<file path="src/rtl/gc_cmd_pkg.sv">
// gc_cmd_pkg: opcodes, response IDs, lengths
// and state encoding for the GameCube link.
package gc_cmd_pkg;

  localparam logic [7:0]  CMD_PROBE      = 8'h00;
  localparam logic [15:0] CMD_POLL       = 16'h4003;
  localparam logic [7:0]  CMD_PAIR_DEF   = 8'h4E;

  localparam logic [7:0]  ID_WIRED       = 8'h09;
  localparam logic [7:0]  ID_WB_NOTREADY = 8'hA8;

  localparam logic [4:0]  LEN_SHORT      = 5'd8;
  localparam logic [4:0]  LEN_LONG       = 5'd24;

  typedef enum logic [2:0] {
    ST_IDLE,
    ST_PROBE_REQ,
    ST_PROBE_WAIT,
    ST_PAIR_REQ,
    ST_PAIR_WAIT,
    ST_GAP,
    ST_POLL_REQ,
    ST_POLL_WAIT
  } gc_state_t;

  // Zero-length intervals would never expire; run them as one cycle.
  function automatic logic [31:0] at_least_one(input logic [31:0] v);
    return (v == 32'd0) ? 32'd1 : v;
  endfunction

endpackage

</file>
<file path="src/rtl/gc_cyc_timer.sv">
// gc_cyc_timer: loadable 32-bit down-counter.
// expired flags the cycle on which it steps to 0.
module gc_cyc_timer (
  input  logic        clk,
  input  logic        rst,
  input  logic        load,
  input  logic [31:0] load_val,
  output logic [31:0] value,
  output logic        expired
);

  logic [31:0] cnt;

  // Load wins over counting; the count parks at 0.
  always_ff @(posedge clk or posedge rst) begin
    if (rst) begin
      cnt <= 32'd0;
    end else if (load) begin
      cnt <= load_val;
    end else if (cnt != 32'd0) begin
      cnt <= cnt - 32'd1;
    end
  end

  assign value   = cnt;
  assign expired = (cnt == 32'd1);

endmodule

</file>
<file path="src/rtl/gc_link_scheduler.sv">
// gc_link_scheduler: probe / WaveBird pairing /
// periodic poll sequencer for one controller link.
module gc_link_scheduler
  import gc_cmd_pkg::*;
#(
  parameter int unsigned POLL_GAP_CYC     = 1000000,
  parameter int unsigned RESP_TIMEOUT_CYC = 50000,
  parameter int unsigned MAX_MISSES       = 4,
  parameter logic [7:0]  PAIR_OPCODE      = CMD_PAIR_DEF
) (
  input  logic        clk,
  input  logic        rst,
  input  logic        enable,
  input  logic        rumble,
  output logic        tx_valid,
  input  logic        tx_ready,
  output logic [23:0] tx_cmd,
  output logic [4:0]  tx_bits,
  input  logic        rx_valid,
  input  logic [23:0] rx_id,
  output logic        link_up,
  output logic        is_wavebird,
  output logic [2:0]  miss_cnt,
  output logic        poll_ok
);

  localparam logic [31:0] GAP_C  = at_least_one(POLL_GAP_CYC);
  localparam logic [31:0] TMO_C  = at_least_one(RESP_TIMEOUT_CYC);
  localparam logic [31:0] MISS_C = at_least_one(MAX_MISSES);

  gc_state_t   state;
  logic        hs;
  logic        in_wait;
  logic        tmr_load;
  logic [31:0] tmr_val;
  logic [31:0] tmr_value;
  logic        tmr_expired;
  logic        tmr_done;
  logic [2:0]  miss_nxt;
  logic        drop;
  logic        id_wired;
  logic        id_nready;

  assign hs        = tx_valid & tx_ready;
  assign in_wait   = (state == ST_PROBE_WAIT) |
                     (state == ST_PAIR_WAIT)  |
                     (state == ST_POLL_WAIT);
  assign tmr_done  = tmr_expired | (tmr_value == 32'd0);
  assign tmr_load  = hs | (in_wait & (rx_valid | tmr_done));
  assign tmr_val   = hs ? TMO_C : GAP_C;
  assign miss_nxt  = (miss_cnt == 3'd7) ? 3'd7 : miss_cnt + 3'd1;
  assign drop      = ({29'd0, miss_nxt} >= MISS_C);
  assign id_wired  = (rx_id[23:16] == ID_WIRED);
  assign id_nready = (rx_id[23:16] == ID_WB_NOTREADY);

  // Gap and response windows never overlap, so one timer serves both.
  gc_cyc_timer u_timer (
    .clk      (clk),
    .rst      (rst),
    .load     (tmr_load),
    .load_val (tmr_val),
    .value    (tmr_value),
    .expired  (tmr_expired)
  );

  // Link sequencer with registered command and status outputs.
  always_ff @(posedge clk or posedge rst) begin
    if (rst) begin
      state       <= ST_IDLE;
      tx_valid    <= 1'b0;
      tx_cmd      <= 24'd0;
      tx_bits     <= 5'd0;
      link_up     <= 1'b0;
      is_wavebird <= 1'b0;
      miss_cnt    <= 3'd0;
      poll_ok     <= 1'b0;
    end else begin
      poll_ok <= 1'b0;
      unique case (state)
        ST_IDLE: begin
          if (enable) begin
            state    <= ST_PROBE_REQ;
            tx_valid <= 1'b1;
            tx_cmd   <= {CMD_PROBE, 16'h0000};
            tx_bits  <= LEN_SHORT;
          end
        end
        ST_PROBE_REQ: begin
          if (hs) begin
            tx_valid <= 1'b0;
            state    <= ST_PROBE_WAIT;
          end
        end
        ST_PROBE_WAIT: begin
          if (rx_valid) begin
            unique case (1'b1)
              id_wired: begin
                link_up     <= 1'b1;
                is_wavebird <= 1'b0;
                state       <= ST_GAP;
              end
              id_nready: begin
                link_up     <= 1'b0;
                is_wavebird <= 1'b0;
                state       <= ST_GAP;
              end
              default: begin
                state    <= ST_PAIR_REQ;
                tx_valid <= 1'b1;
                tx_cmd   <= {PAIR_OPCODE, rx_id[15:0]};
                tx_bits  <= LEN_LONG;
              end
            endcase
          end else if (tmr_done) begin
            link_up     <= 1'b0;
            is_wavebird <= 1'b0;
            state       <= ST_GAP;
          end
        end
        ST_PAIR_REQ: begin
          if (hs) begin
            tx_valid <= 1'b0;
            state    <= ST_PAIR_WAIT;
          end
        end
        ST_PAIR_WAIT: begin
          if (rx_valid | tmr_done) begin
            link_up     <= 1'b1;
            is_wavebird <= 1'b1;
            state       <= ST_GAP;
          end
        end
        ST_GAP: begin
          if (tmr_done) begin
            if (!enable) begin
              state <= ST_IDLE;
            end else if (link_up) begin
              state    <= ST_POLL_REQ;
              tx_valid <= 1'b1;
              tx_cmd   <= {CMD_POLL, 7'd0, rumble};
              tx_bits  <= LEN_LONG;
            end else begin
              state    <= ST_PROBE_REQ;
              tx_valid <= 1'b1;
              tx_cmd   <= {CMD_PROBE, 16'h0000};
              tx_bits  <= LEN_SHORT;
            end
          end
        end
        ST_POLL_REQ: begin
          if (hs) begin
            tx_valid <= 1'b0;
            state    <= ST_POLL_WAIT;
          end
        end
        ST_POLL_WAIT: begin
          if (rx_valid) begin
            poll_ok  <= 1'b1;
            miss_cnt <= 3'd0;
            state    <= ST_GAP;
          end else if (tmr_done) begin
            if (drop) begin
              link_up     <= 1'b0;
              is_wavebird <= 1'b0;
              miss_cnt    <= 3'd0;
            end else begin
              miss_cnt <= miss_nxt;
            end
            state <= ST_GAP;
          end
        end
        default: state <= ST_IDLE;
      endcase
    end
  end

endmodule

</file>
<file path="config.mk">
export PLATFORM = sky130hd
export DESIGN_NAME = gc_link_scheduler
export DESIGN_NICKNAME = d
export VERILOG_FILES = /design/src/rtl/gc_cmd_pkg.sv /design/src/rtl/gc_cyc_timer.sv /design/src/rtl/gc_link_scheduler.sv
export SDC_FILE = /design/constraint.sdc
export NUM_CORES = 1
export LEC_CHECK = 0
export CORE_UTILIZATION = 56
export DETAILED_ROUTE_END_ITERATION = 10
export GPL_TIMING_DRIVEN = 0
export PLACE_DENSITY = 0.86
export SYNTH_ARGS = -nofsm -noshare
export SYNTH_HDL_FRONTEND = slang
export SYNTH_SLANG_ARGS = --single-unit
</file>
<file path="constraint.sdc">
create_clock -name clk -period 4.6 [get_ports clk]
set_input_delay 0.92 -clock clk [delete_from_list [all_inputs] [get_ports clk]]
set_output_delay 0.92 -clock clk [all_outputs]
set_load 0.01 [all_outputs]
</file>
; ---- Word level (Yosys, flattened, before mapping)
; Index checks and enable logic that the tools add are counted.
[classes]
n_addsub = 2
multipliers = 0
div = 0
magnitude_cmp = 1
eq_ne = 27
shift = 0
mux = 53
bitwise_logic = 7
n_reduce_logical = 16
[ops]
columns = operator, count
row1 = 24-bit two-way mux, 5
row2 = 24-bit case mux with 3 select lines, 1
row3 = 32-bit two-way mux, 2
row4 = 3-bit two-way mux, 16
row5 = "32-bit by 1-bit == test with 1-bit output, second input constant", 1
row6 = 32-bit logical NOT, 1
row7 = 32-bit nonzero test, 1
row8 = "32-bit by 1-bit subtractor with 32-bit output, second input constant", 1
row9 = 5-bit two-way mux, 6
row10 = 3-bit case mux with 8 select lines, 1
row11 = 23-bit two-way mux, 1
row12 = "2-bit != test, second input constant", 11
row13 = 20-bit two-way mux, 1
row14 = "3-bit == test, second input constant", 5
row15 = 1-bit two-way mux, 15
row16 = 5-bit case mux with 3 select lines, 1
row17 = 7-bit AND reduction, 2
row18 = 6-bit AND reduction, 2
row19 = "8-bit by 4-bit == test with 1-bit output, second input constant", 1
row20 = "8-bit == test, second input constant", 1
row21 = "3-bit by 2-bit == test with 1-bit output, second input constant", 2
row22 = "3-bit != test, second input constant", 2
row23 = 1-bit case mux with 3 select lines, 2
row24 = 3-bit nonzero test, 2
row25 = 16 further kinds, 23
[word_totals]
regBits = 71
latchBits = 0
ramBits = 0
rom_bits = 0
input_bits = 30
out_inout_bits = 36
wordCells = 115
mem_count = 0

; ---- Longest topological paths before layout
; Gate-level depths: netlist of the first run.
[logic_depth]
ltp_word = 7
mapped_depth = 10
depth_no_buf = 8

; ---- Modules after synthesis
; From an unflattened synthesis of the first run, not the netlist that was laid out.
[unflattened]
hier_cells = 382
hier_area_um2 = 3696.0
[by_module_without_submodules]
columns = mod, n_inst, cells_each, area_each_um2, seq_area_each_um2
row1 = gc_cyc_timer, 1, 200, 1934.4, 800.8
row2 = gc_link_scheduler, 1, 182, 1761.7, 725.7

; ---- Worst setup path before layout of the first run
; Ideal clock, no wire load.
[synth_path]
path_type = input-to-reg
from = input port rx_id[17]
to = register is_wavebird
setup_time_ns = 0.125
arrival_time_ns = 2.627
required_time_ns = 4.475
path_slack_ns = 1.849
stages = 5
path_buffers = 0
path_cell_list = or4_1 -> o21ai_0 -> nor2_1 -> nor3_1 -> mux2_2
[synth_between]
elab_chain_len = 4
word_cells_on_any_way = 5
classes_between = 3 x eq/ne / 2 x reduce/logical
[synth_lines]
columns = element, line
row1 = "start, declared", gc_link_scheduler.sv:20  ; input logic [23:0] rx_id,
row2 = 8-bit by 4-bit == test with 1-bit output or 8-bit == test (tied branches), "gc_link_scheduler.sv:53, gc_link_scheduler.sv:54"
row3 = 2-bit OR reduction (no line) *, --
row4 = 3-bit != test (no line) *, --
row5 = 7-bit AND reduction (no line) *, --
row6 = "end signal, assigned", gc_link_scheduler.sv:74  ; is_wavebird <= 1'b0;
row7 = "end signal, assigned", gc_link_scheduler.sv:99  ; is_wavebird <= 1'b0;
row8 = "end signal, assigned", gc_link_scheduler.sv:104  ; is_wavebird <= 1'b0;
row9 = "end, declared", gc_link_scheduler.sv:22  ; output logic is_wavebird,
; Mark *: on every way between the ends. The rest lies on a longest branch, timed or not.
; A chain may end at the register's enable or synchronous reset.

; ---- Worst setup path in the final report of the first run
[layout_path]
from = input port rx_id[18]
to = register tx_cmd[5]
[layout_between]
elab_chain_len = 4
word_cells_on_any_way = 5
classes_between = 3 x eq/ne / 2 x reduce/logical
[layout_lines]
columns = element, line
row1 = 8-bit by 4-bit == test with 1-bit output or 8-bit == test (tied branches), "gc_link_scheduler.sv:53, gc_link_scheduler.sv:54"
row2 = 2-bit OR reduction (no line) *, --
row3 = 2-bit != test (no line) *, --
row4 = 6-bit AND reduction (no line) *, --
row5 = "end signal, assigned", gc_link_scheduler.sv:84  ; tx_cmd <= {CMD_PROBE, 16'h0000};
row6 = "end signal, assigned", gc_link_scheduler.sv:110  ; tx_cmd <= {PAIR_OPCODE, rx_id[15:0]};
row7 = "end signal, assigned", gc_link_scheduler.sv:140  ; tx_cmd <= {CMD_POLL, 7'd0, rumble};
row8 = "end, declared", gc_link_scheduler.sv:17  ; output logic [23:0] tx_cmd,
; Marked as above.

==> results of run 1 <==
## metrics by stage
| stage | setup WS, ps | util [%] | hold slack, ps |
|---|---|---|---|
| floorplan | 1849 | - | 494.0 |
| global placement | 1072 | 71.83 | 453.3 |
| detailed placement | 1163 | 72.19 | 472.7 |
| CTS | 1484 | 75.69 | 503.3 |
| global route | 1203 | 75.69 | 526.6 |
| finish | 1501 | 75.69 | 504.5 |
## registers in the layout, indices dropped and copies added, names as in the netlist
signal / flops
u_timer.value: 32
tx_cmd: 17
miss_cnt: 3
state: 3
tx_bits: 2
is_wavebird: 1
link_up: 1
poll_ok: 1
tx_valid: 1
## metal layers
layer	global-route usage, %	share of wire, %	vias to the layer above
met5	0	0	-
met4	14.55	3.1	0
met3	8.343	5.9	26
met2	44.27	48	97
met1	34.18	43	1377
li1	-	-	1425
## cells in the mapped netlist (4+ instances only)
| master | instances | area (sq um) |
|---|---|---|
| or4_1 | 5 | 37.54 |
| xor2_1 | 7 | 61.31 |
| nor2b_1 | 4 | 25.02 |
| nor2_1 | 48 | 180.2 |
| nor3_1 | 10 | 50.05 |
| xnor2_1 | 17 | 148.9 |
| or3_1 | 6 | 37.54 |
| buf_4 | 12 | 90.09 |
| nand2_1 | 42 | 157.7 |
| inv_1 | 6 | 22.52 |
| nand3b_1 | 5 | 37.54 |
| nor4_1 | 5 | 31.28 |
| a21oi_1 | 19 | 95.09 |
| or2_2 | 6 | 37.54 |
| o31ai_1 | 7 | 52.55 |
| nand2b_1 | 6 | 37.54 |
| nand3_1 | 8 | 40.04 |
| o22a_1 | 4 | 35.03 |
| o21ai_0 | 21 | 105.1 |
| clkbuf_1 | 11 | 41.29 |
| dfrtp_1 | 61 | 1526 |
## where the power goes
part	total, W	switching [W]	leakage (nW)	internal, W
clock	0.000489	0.000238	0.0996	0.000252
sequential	0.000796	0.000121	0.789	0.000674
combinational	0.000906	0.000481	0.912	0.000425
## final cells by class
type	count	area [sq um]	share of cell area, %
buffer	27	150.1	3.516
sequential	61	1526	35.75
clock inverter	7	73.82	1.729
tap	72	90.09	2.110
clock buffer	9	123.9	2.901
timing repair buffer	59	600.6	14.06
multi-input combinational	278	1683	39.41
inverter	6	22.52	0.5274
## worst max-delay path by stage
| stage | slack [ps] | to | from | depth (start not counted) |
|---|---|---|---|---|
| floorplan | 1850 | is_wavebird$_DFFE_PP0P_ | rx_id[17] | 5 |
| global placement | 1070 | is_wavebird$_DFFE_PP0P_ | rst | 2 |
| detailed placement | 1160 | tx_cmd[7]$_DFFE_PP0P_ | rx_id[18] | 9 |
| CTS | 1480 | tx_cmd[7]$_DFFE_PP0P_ | rx_id[18] | 9 |
| global route | 1200 | tx_cmd[12]$_DFFE_PP0P_ | rx_id[18] | 9 |
| finish | 1500 | tx_cmd[5]$_DFFE_PP0P_ | rx_id[18] | 9 |
## kinds of logic after synthesis
kind of cell | after synthesis | synth area share [%]
muxes | 4 | 1.303
xor gates and xnor gates | 24 | 6.257
buffers and inverters | 33 | 5.139
DFF | 61 | 45.44
AOI/OAI and AO/OA | 71 | 13.15
other | 1 | 0.1116
and+or+nand+nor | 169 | 27.49
adders and majority gates | 3 | 1.117
## critical path, stage by stage
cell and delay (ps):
clkdlybuf4s50_1 390, nand2b_1 130, or4_1 420, o21ai_0 450
or2_2 200, clkbuf_1 200, clkbuf_1 390, nand2_1 100
o21ai_0 180
==> results.cfg, run 1 <==
[yosys]
synth_top_flop_cell = dfrtp_1
synthArstFlopShare_pct = 100.0
ys_types = 56
ys_ff_latch = 61
synth_edf_count = 0
syn_area_sq_mm = 0.003359
ys_seq_area_share_pct = 45.44
avgSynthCellArea_sq_um = 9.179
synth_cells = 366
ys_warn_count = 0

[critical_path]
crit_type = in -> reg
crit_fanout = 10
arrival_ps = 3370
r2r_cells = 7
critPathCaptureType = flop
critPathLaunchType = input port
r2r_end = u_timer.value[12]$_DFFE_PP0P_
ff2ff_setup_slack_ps = 1580
r2r_start = u_timer.value[20]$_DFFE_PP0P_
crit_required_ps = 4870

[sta]
tightest_slew_ps = 791.0
setup_violations = 0
final.period_utilization_pct = 67.37
rsz0062_at_grt = false
hold_viol = 0
fin_crit_ps = 3099
slew_headroom_pct = 47.19
skew_ps = 10.78
max_freq_mhz = 322.7
final_max_slew_viol_count = 0
tns_ps = 0

[cts]
clk_pin_slew_ps = 80
htree_levels = 3
postCtsSetupBuffers = 0
cts-root-buf = clkbuf_8
cts_tree = yes
cts_buffers = 9
clock_latency_ps = 350
cts_hold_buf = 0
ctsResizeCount = 0
clock_path_buffers = 2
clock_sinks = 61

[placed_design]
dp.cells = 503
gp_congestion = 0.8370
port_buffers = 58
place_area_sq_mm = 0.004073
dpl.hpwl_mm = 5.439

[drt]
antenna_left = 0
dr.pass1.iters = 4
drc = 0
vias_per_cell = 5.636
drt-initial-drc-count = 153
num_vias = 2925
wl_per_cell_microns = 15.34
finalWirelength_mm = 7.964

[floorplanning]
core_region_area_sq_mm = 0.005642
fp.dieW_microns = 79.46
die_height_microns = 79.46
dieArea_sq_mm = 0.006313
floorplan.rows = 27
io_pins = 66
start_util_pct = 59.55

[grt]
antenna_found_initial = 0
grt_pass1_wl_mm = 13.39
grt_overflow = 0
grt_usage_pct = 27.91
first_global_vias = 2926
grt_max_degree = 37

[min_path]
hold_path_end = tx_bits[3]$_DFFE_PP0P_
hp-start = tx_bits[3]$_DFFE_PP0P_
hold_path_class = reg -> reg
hold_depth = 1

[power]
vdd_ir_drop_max_mv = 0.3163
power_density_mw_per_mm2 = 513.1
power_w = 0.002191
p_leak_nw = 1.801

[final_layout]
nFillCells = 396
final_cells = 519
layout_commonest_cell = dfrtp_1
final_cell_mix = dfrtp_1, clkdlybuf4s50_1, nor2_1
syn_to_final_growth_pct = 27.11
n_antenna_cell = 0
drive_gt1_share_pct = 12.98
nNetsFinal = 475
fin_area_sq_mm = 0.004270

[status]
status = complete, no violations

[job]
cap_viol_max_count = 0
(Power assumes the default switching activity.)
==> run 2: changes to the inputs <==
Settings changed: CORE_UTILIZATION 56 to 52, PLACE_DENSITY 0.86 to 0.8.
Clock period 4.6 ns to 3.2 ns, I/O delays scaled along.
==> run 2 against run 1 <==
Final cell count rose by 0.58%. Combinational power increased by 41%. Critical path type is now reg -> reg. Global-route usage decreased by 2.9 points.
==> results.cfg, run 2 (synthesis gave the netlist of run 1 again) <==
[status]
status = complete, no violations

[critical_path]
r2r_end = u_timer.value[13]$_DFFE_PP0P_
r2r_cells = 7
ff2ff_setup_slack_ps = 200
critPathCaptureType = flop
critPathLaunchType = flop
arrival_ps = 3230
crit_fanout = 10
r2r_start = u_timer.value[20]$_DFFE_PP0P_
crit_required_ps = 3420
crit_type = reg -> reg

[power]
seqPwrFrac_pct = 35.4
pwr-share-clk_pct = 24.9
internal_power_w = 0.002062
swShare_pct = 36.21
vdd_ir_drop_max_mv = 0.4666
p_leak_nw = 1.817
p_comb_share_pct = 39.7
power_density_mw_per_mm2 = 750.3
p_switching_w = 0.001171

[final_layout]
drive_gt1_share_pct = 12.98
n_antenna_cell = 0
regArea_sq_mm = 0.001526
largest_reg_flops = 32
nNetsFinal = 475
multi_input_area_sq_mm = 0.001683
fin_area_sq_mm = 0.004309
final_cells = 522
layout_commonest_cell = dfrtp_1
final_cell_mix = dfrtp_1, clkdlybuf4s50_1, nor2_1
syn_to_final_growth_pct = 28.27
nFillCells = 468

[min_path]
hp-start = is_wavebird$_DFFE_PP0P_
hold_depth = 1
hold_path_class = reg -> reg
hold_path_end = is_wavebird$_DFFE_PP0P_

[drt]
wl_per_cell_microns = 14.62
num_vias = 2913
drc = 0
finalWirelength_mm = 7.631
antenna_left = 0
dr.pass1.iters = 6
vias_per_cell = 5.580
drt-initial-drc-count = 162

[sta]
rsz0062_at_grt = false
skew_ps = 7.815
final_max_slew_viol_count = 0
fin_crit_ps = 3004
setup_violations = 0
max_freq_mhz = 332.9
final.period_utilization_pct = 93.88
tightest_slew_ps = 782.6
hold_viol = 0
slew_headroom_pct = 47.75
worst_slack_ps = 195.9

[floorplanning]
dieArea_sq_mm = 0.006786
floorplan.rows = 28
start_util_pct = 55.43
die_height_microns = 82.38
core_region_area_sq_mm = 0.006061
fp.dieW_microns = 82.38
io_pins = 66

[cts]
cts_hold_buf = 0
postCtsSetupBuffers = 0
cts-root-buf = clkbuf_8
ctsResizeCount = 0
htree_levels = 3
cts_buffers = 9
clock_path_buffers = 2
cts_tree = yes
clock_latency_ps = 340
clock_sinks = 61
clk_pin_slew_ps = 70

[job]
cap_viol_max_count = 0

[placed_design]
dpl_worst_slack_ps = 19.09
gp_congestion = 0.8776
dpl.hpwl_mm = 5.360
port_buffers = 58
place_area_sq_mm = 0.004076
dp.cells = 506

[grt]
grt_usage_pct = 25.02
grt_pass1_wl_mm = 12.89
first_global_vias = 2836
grt_max_degree = 38
antenna_found_initial = 0
grt_overflow = 0
==> run 2: cell count changes in the layout (fill, tap and decap cells not counted) <==
cell / delta
clkinv_2: -1
bufinv_16: +1
clkbuf_8: +2
clkinv_4: -2
==> run 2: final cells by class <==
| type | instances | share of cell area, % |
|---|---|---|
| timing repair buffer | 59 | 13.94 |
| inverter | 6 | 0.5226 |
| clock inverter | 5 | 1.887 |
| buffer | 27 | 3.484 |
| tap | 75 | 2.178 |
| multi-input combinational | 278 | 39.05 |
| clock buffer | 11 | 3.513 |
| sequential | 61 | 35.42 |
==> run 2: metal layers <==
layer	routed length, microns	global-route usage [%]	up-vias
li1	-	-	1417
met1	3443	31.67	1398
met2	3669	41.74	87
met3	435	6.813	11
met4	83	7.193	0
met5	0	0	-
==> run 2: per-stage QoR <==
step | setup TNS [ps] | utilization [%] | hold slack [ps] | power [W]
after floorplan | 0 | - | 494.0 | 0.001938
after global placement | -4531 | 66.93 | 493.2 | 0.002376
after detailed placement | 0 | 67.26 | 487.6 | 0.002422
after CTS | 0 | 71.10 | 523.7 | 0.003232
after global routing | 0 | 71.10 | 542.1 | 0.003436
final | 0 | 71.10 | 527.1 | 0.003233
==> run 2: power groups by stage <==
stage | logic [W] | registers (W) | clock network [W]
finish | 0.00128 | 0.00114 | 0.000804
global route | 0.00142 | 0.00117 | 0.000846
CTS | 0.00128 | 0.00114 | 0.000811
detailed placement | 0.00127 | 0.00115 | 0
global placement | 0.00123 | 0.00115 | 0
floorplan | 0.000773 | 0.00116 | 0
==> run 2: how the worst max path moves through the flow <==
stage	startpoint	end	slack [ps]	cells past startpoint
2_1_floorplan	u_timer.value[20]$_DFFE_PP0P_	is_wavebird$_DFFE_PP0P_	700	7
3_3_place_gp	rst	miss_cnt[0]$_DFFE_PP0P_	-80	2
3_5_place_dp	rx_id[18]	tx_cmd[7]$_DFFE_PP0P_	20	9
4_1_cts	u_timer.value[20]$_DFFE_PP0P_	u_timer.value[13]$_DFFE_PP0P_	220	7
5_1_grt	u_timer.value[20]$_DFFE_PP0P_	u_timer.value[27]$_DFFE_PP0P_	20	7
6_report	u_timer.value[20]$_DFFE_PP0P_	u_timer.value[13]$_DFFE_PP0P_	200	7
==> run 2: critical path: stages (launching register included) <==
cell     delay [ps]
dfrtp_1         440
or4_4           600
nor4_4          560
a41oi_1         420
or2_1           390
nand2_1         190
buf_4           220
nor2_1           70
==> run 3: changes to the inputs <==
--- a/config.mk
+++ b/config.mk
@@ -10,4 +10,5 @@
 export GPL_TIMING_DRIVEN = 0
 export PLACE_DENSITY = 0.8
+export SETUP_SLACK_MARGIN = 0.02
 export SYNTH_ARGS = -nofsm -noshare
 export SYNTH_HDL_FRONTEND = slang
==> constraint.sdc (replaced) <==
create_clock -name clk -period 3.2 [get_ports clk]
set_input_delay 0.64 -clock clk [delete_from_list [all_inputs] [get_ports clk]]
set_output_delay 0.64 -clock clk [all_outputs]
set_load 0.005 [all_outputs]
==> results of run 3 <==
The final DEF is identical to that of run 2. Status: complete, no violations.
Main changes from that run: total power 0.003233 W -> 0.003185 W; worst IR drop on VDD 0.4666 mV -> 0.4664 mV
